[src/rtl/disk_chan_arbiter.sv]
// disk_chan_arbiter
//   Shares one ctrl-module disk channel between two wd1770-style requesters.
//   The 32-bit dsr/dcr command handshake is granted round-robin, one
//   transaction per grant. The byte path is steered combinationally to the
//   current owner. A watchdog fakes an ACK|ERR completion if the host never
//   acknowledges.
// Ports
//   clk, rstn              clock, asynchronous active-low reset
//   reqN_dsr / reqN_dcr    requester N command word in / status out (registered)
//   reqN_ddin/_ddinclk     byte and strobe from disk to requester N (owner-gated strobe)
//   reqN_ddout/_ddoutclk   byte from requester N / its fifo read strobe (owner-gated)
//   host_dsr / host_dcr    command word to ctrl-module (registered) / status from it
//   host_ddin/_ddinclk     byte and strobe from ctrl-module
//   host_ddout/_ddoutclk   owner's byte to ctrl-module / read strobe from it
//   owner                  debug: 00 none, 01 req0, 10 req1
module disk_chan_arbiter #(
    parameter logic [23:0] TIMEOUT = 24'd12000000,
    parameter int unsigned CR_ACK  = 4,
    parameter int unsigned CR_ERR  = 3
) (
    input  logic        clk,
    input  logic        rstn,
    input  logic [31:0] req0_dsr,
    output logic [31:0] req0_dcr,
    output logic [7:0]  req0_ddin,
    output logic        req0_ddinclk,
    input  logic [7:0]  req0_ddout,
    output logic        req0_ddoutclk,
    input  logic [31:0] req1_dsr,
    output logic [31:0] req1_dcr,
    output logic [7:0]  req1_ddin,
    output logic        req1_ddinclk,
    input  logic [7:0]  req1_ddout,
    output logic        req1_ddoutclk,
    output logic [31:0] host_dsr,
    input  logic [31:0] host_dcr,
    input  logic [7:0]  host_ddin,
    input  logic        host_ddinclk,
    output logic [7:0]  host_ddout,
    input  logic        host_ddoutclk,
    output logic [1:0]  owner
);

    typedef enum logic [1:0] {StIdle, StBusy, StDrain, StFake} state_e;

    localparam logic [31:0] FakeWord = (32'd1 << CR_ACK) | (32'd1 << CR_ERR);

    state_e      state_q, state_d;
    logic [1:0]  owner_q, owner_d;
    logic        last_q, last_d;
    logic [23:0] wd_q, wd_d;
    logic [31:0] host_dsr_q, host_dsr_d;
    logic [31:0] dcr0_q, dcr0_d;
    logic [31:0] dcr1_q, dcr1_d;

    logic        pend0, pend1, grant1;
    logic [31:0] own_dsr;
    logic [31:0] own_dcr_d;

    assign pend0   = |req0_dsr[21:17];
    assign pend1   = |req1_dsr[21:17];
    // When both pend, the one that did not win last time gets the grant.
    assign grant1  = pend1 && (!pend0 || !last_q);
    assign own_dsr = (owner_q == 2'b10) ? req1_dsr : req0_dsr;

    always_comb begin
        state_d    = state_q;
        owner_d    = owner_q;
        last_d     = last_q;
        wd_d       = wd_q;
        host_dsr_d = host_dsr_q;
        own_dcr_d  = (owner_q == 2'b10) ? dcr1_q : dcr0_q;

        unique case (state_q)
            StIdle: begin
                own_dcr_d  = '0;
                host_dsr_d = '0;
                wd_d       = '0;
                if (pend0 || pend1) begin
                    owner_d    = grant1 ? 2'b10 : 2'b01;
                    last_d     = grant1;
                    host_dsr_d = grant1 ? req1_dsr : req0_dsr;
                    state_d    = StBusy;
                end
            end
            StBusy: begin
                host_dsr_d = own_dsr;
                own_dcr_d  = host_dcr;
                if (host_dcr[CR_ACK]) begin
                    state_d = StDrain;
                end else if (wd_q == TIMEOUT - 24'd1) begin
                    own_dcr_d  = FakeWord;
                    host_dsr_d = '0;
                    state_d    = StFake;
                end else begin
                    wd_d = wd_q + 24'd1;
                end
            end
            StDrain: begin
                if (!host_dcr[CR_ACK] && (own_dsr[21:16] == 6'd0)) begin
                    host_dsr_d = '0;
                    own_dcr_d  = '0;
                    owner_d    = 2'b00;
                    wd_d       = '0;
                    state_d    = StIdle;
                end else begin
                    host_dsr_d = own_dsr;
                    own_dcr_d  = host_dcr;
                end
            end
            StFake: begin
                host_dsr_d = '0;
                if (own_dsr[21:17] == 5'd0) begin
                    own_dcr_d = '0;
                    owner_d   = 2'b00;
                    wd_d      = '0;
                    state_d   = StIdle;
                end else begin
                    own_dcr_d = FakeWord;
                end
            end
            default: state_d = StIdle;
        endcase

        // Non-owner status is always forced to zero.
        dcr0_d = (owner_d == 2'b01) ? own_dcr_d : '0;
        dcr1_d = (owner_d == 2'b10) ? own_dcr_d : '0;
    end

    always_ff @(posedge clk or negedge rstn) begin
        if (!rstn) begin
            state_q    <= StIdle;
            owner_q    <= 2'b00;
            last_q     <= 1'b1;
            wd_q       <= '0;
            host_dsr_q <= '0;
            dcr0_q     <= '0;
            dcr1_q     <= '0;
        end else begin
            state_q    <= state_d;
            owner_q    <= owner_d;
            last_q     <= last_d;
            wd_q       <= wd_d;
            host_dsr_q <= host_dsr_d;
            dcr0_q     <= dcr0_d;
            dcr1_q     <= dcr1_d;
        end
    end

    assign host_dsr = host_dsr_q;
    assign req0_dcr = dcr0_q;
    assign req1_dcr = dcr1_q;
    assign owner    = owner_q;

    // Byte path is combinational; strobes are dropped when nobody owns the channel.
    always_comb begin
        req0_ddin     = host_ddin;
        req1_ddin     = host_ddin;
        req0_ddinclk  = host_ddinclk & (owner_q == 2'b01);
        req1_ddinclk  = host_ddinclk & (owner_q == 2'b10);
        req0_ddoutclk = host_ddoutclk & (owner_q == 2'b01);
        req1_ddoutclk = host_ddoutclk & (owner_q == 2'b10);
        host_ddout    = 8'h00;
        if (owner_q == 2'b01) host_ddout = req0_ddout;
        if (owner_q == 2'b10) host_ddout = req1_ddout;
    end

endmodule

[config.mk]
export PLATFORM = sky130hd
export DESIGN_NAME = disk_chan_arbiter
export DESIGN_NICKNAME = d
export VERILOG_FILES = /design/src/rtl/disk_chan_arbiter.sv
export SDC_FILE = /design/constraint.sdc
export NUM_CORES = 1
export LEC_CHECK = 0
export CAP_MARGIN = 20
export CORE_ASPECT_RATIO = 1.1
export CORE_UTILIZATION = 44
export DETAILED_ROUTE_END_ITERATION = 16
export PLACE_DENSITY = 0.91
export SYNTH_ARGS = -nofsm -noshare
export SYNTH_HDL_FRONTEND = slang
export SYNTH_SLANG_ARGS = --single-unit
export TNS_END_PERCENT = 100
[constraint.sdc]
create_clock -name clk -period 4.4 [get_ports clk]
set_input_delay 0.66 -clock clk [delete_from_list [all_inputs] [get_ports clk]]
set_output_delay 0.66 -clock clk [all_outputs]
set_load 0.1 [all_outputs]
==> results.toml <==
[flow_run]
cap_violations = 0

[setup_path]
crit_fanout = 10
critical_path_buf_inv_count = 2
cp.arrival_ns = 2.82
cp_top_family = "buffers and inverters"
crit_path_end_kind = "primary output"
worstSetupPathType = "reg -> out"
critical_path.slowest_cell = "clkdlybuf4s50_1"
required_ns = 3.74
cp_cell_sequence = "inv_1 -> nor2_1 -> and2_1 -> clkdlybuf4s50_1"
cp-start-kind = "flop"
slowest_delay_ns = 1.13

[timing]
period_share_pct = 79.1
hold_viol_final = 0
slew_violations = 0
worst_pin_slew_ns = 1.01
fin_crit_ns = 3.48
relSlewSlack_pct = 32.3
fmax_ghz = 0.287
worst_clock_skew_ns = 0.0130
setup_viol_count_final = 0
setup-tns-final_ns = 0
rsz0062_at_grt = "false"

[cts]
hold_buffers = 0
clkLatencyLatePin_ns = 0.42
numCtsBuffers = 17
htreeDepth = 4
post_cts_buffers = 0
clk_path_buf_depth = 2
clkTransAtPathRegs_ns = 0.06
root_buffer = "clkbuf_16"
cts_resized = 0
cts.sinks = 125
cts_tree = "yes"

[die]
dieArea_sq_um = 12500
num_rows = 41
initial_core_util_pct = 45.8
ios = 250
core_sq_um = 11600
dieHeight_um = 117
die_width_um = 107

[global_routing]
grt_pass1_vias = 4811
grt_antenna_before_repair = 0
grt_util_met2_pct = 46.5
grt_use_met1_pct = 28.7
grt_use_total_pct = 26.0
busiest_layer = "met2"
gr-total-overflow = 0
grtUsageMet3_pct = 5.98
grt_max_degree = 72
grt_pass1_wl_um = 24400

[yosys]
avgSynthCellArea_sq_um = 10.5
synth-seq-cells = 125
synth_edf_count = 0
ys_warn_count = 0
synthCells = 506
ys_types = 51
postSynth.asyncResetShare_pct = 100
synthesis.area_sq_um = 5310
syn_nets = 631
synthFlopType = "dfrtp_1"
seq_area_frac_synth_pct = 59.0

[layout]
synthToLayoutAreaGrowth_pct = 52.8
finalInstanceArea_sq_um = 8110
final_cell_mix = "214 x clkdlybuf4s50_1, 124 x dfrtp_1, 81 x nor2_1"
stdcell_count = 874
fin_nets = 836
final_common_cell = "clkdlybuf4s50_1"
antennaDiodeCount = 0
drive_above_1_share_pct = 8.01

[detailed_routing]
first_pass_iters = 5
routed_wl_um = 16600
ant_nets = 0
via_count = 4924
drt_iter0_markers = 455
wl_per_cell_um = 19.0
drc = 0
viasPerCell = 5.63

[power_and_ir_drop]
power.leakage_nw = 3.54
p_per_area_nw_per_um2 = 807
irDropWorstVdd_mv = 0.608
power_w = 0.00654

[placed_design]
gp_congestion = 0.902
dp_cells = 841
postPlaceCellArea_sq_um = 7510
port_buffers = 225
post-dp-hpwl_um = 11500

[status]
status = "complete, no violations"

[min_path]
min-delay-path-class = "in -> async"
-- per-stage QoR --
step | util [%] | hold slack [ns] | setup slack (ns)
finish | 69.9 | 0.343 | 0.919
global route | 69.9 | 0.422 | 0.767
CTS | 69.7 | 0.366 | 0.910
detailed placement | 64.8 | 0.549 | 0.957
global placement | 64.8 | 0.522 | 1.10
floorplan | - | 0.364 | 1.28
-- final cells by class --
type                    instances  area [sq um]
clock inverters                 9          86.3
well taps                     150           188
multi-input cells             328          1890
flip-flops and latches        125          3130
repair buffers                234          2310
clock buffers                  23           478
fillers                       766          3490
inverters                       5          18.8
-- cells by family after synthesis --
family,after synthesis,share of synthesized area [%]
XOR/XNOR,3,0.495
AND/OR/NAND/NOR,208,18.5
adder cells (fa/ha/maj),1,0.236
AO/OA/AOI/OAI,113,15.5
multiplexers,3,0.566
flip-flops,125,59.0
buffers and inverters,53,5.71
-- cells in the mapped netlist (all sizes together) (4+ instances only) --
master,count,share of area (%)
a211oi,4,0.57
a21oi,22,2.1
a22o,39,6.4
and2,6,0.71
and3,7,0.83
buf,33,4.3
clkbuf,15,1.1
dfrtp,124,58
inv,4,0.28
nand2,53,3.7
nand3,14,1.3
nand4,9,1.1
nor2,81,5.7
nor3,6,0.66
o21ai,18,1.7
o31ai,5,0.97
or3,14,1.7
or4,7,0.99
-- power by group --
| part | switching, W | total [W] | leakage (nW) | internal [W] |
|---|---|---|---|---|
| clock network | 0.000505 | 0.00133 | 0.274 | 0.000821 |
| logic | 0.00280 | 0.00368 | 1.57 | 0.000876 |
| registers | 0.000134 | 0.00154 | 1.69 | 0.00140 |
| total | 0.00344 | 0.00654 | 3.54 | 0.00310 |
-- state kept, by name, indices dropped and copies added, names as in the netlist --
name and flops:
req1_dcr 32, last_q 1, wd_q 24, host_dsr 32, state_q 2, owner 2, req0_dcr 32
-- path summary, 6_finish.rpt --
kind | slack [ns] | to | cells after the start | start
worst max-delay path | 0.92 | req0_ddoutclk | 4 | owner[0]$_DFF_PN0_
max in group asynchronous | 3.10 | last_q$_DFFE_PN1P_ | 2 | rstn
worst max register to register | 1.28 | wd_q[16]$_DFFE_PN0P_ | 6 | state_q[1]$_DFFE_PN0P_
worst min register to register | 0.56 | last_q$_DFFE_PN1P_ | 2 | last_q$_DFFE_PN1P_
min in group clk | 0.56 | last_q$_DFFE_PN1P_ | 2 | last_q$_DFFE_PN1P_
worst min-delay path | 0.34 | req0_dcr[13]$_DFF_PN0_ | 1 | rstn
-- worst register-to-register path: stages, from the launching register on --
cell      delay [ns]
dfrtp_1         0.58
nor2b_1         0.65
nand4_1         0.21
o21ai_0         0.42
a21o_1          0.74
o311ai_0        0.34
nand2_1         0.12
-- routing by layer --
metal / wire [um] / share of wire [%]
met5: 0 / 0
met4: 599 / 3.6
met3: 1200 / 7.2
met2: 8890 / 53
met1: 5940 / 36
Note: power is estimated with default switching activity, not from simulation.
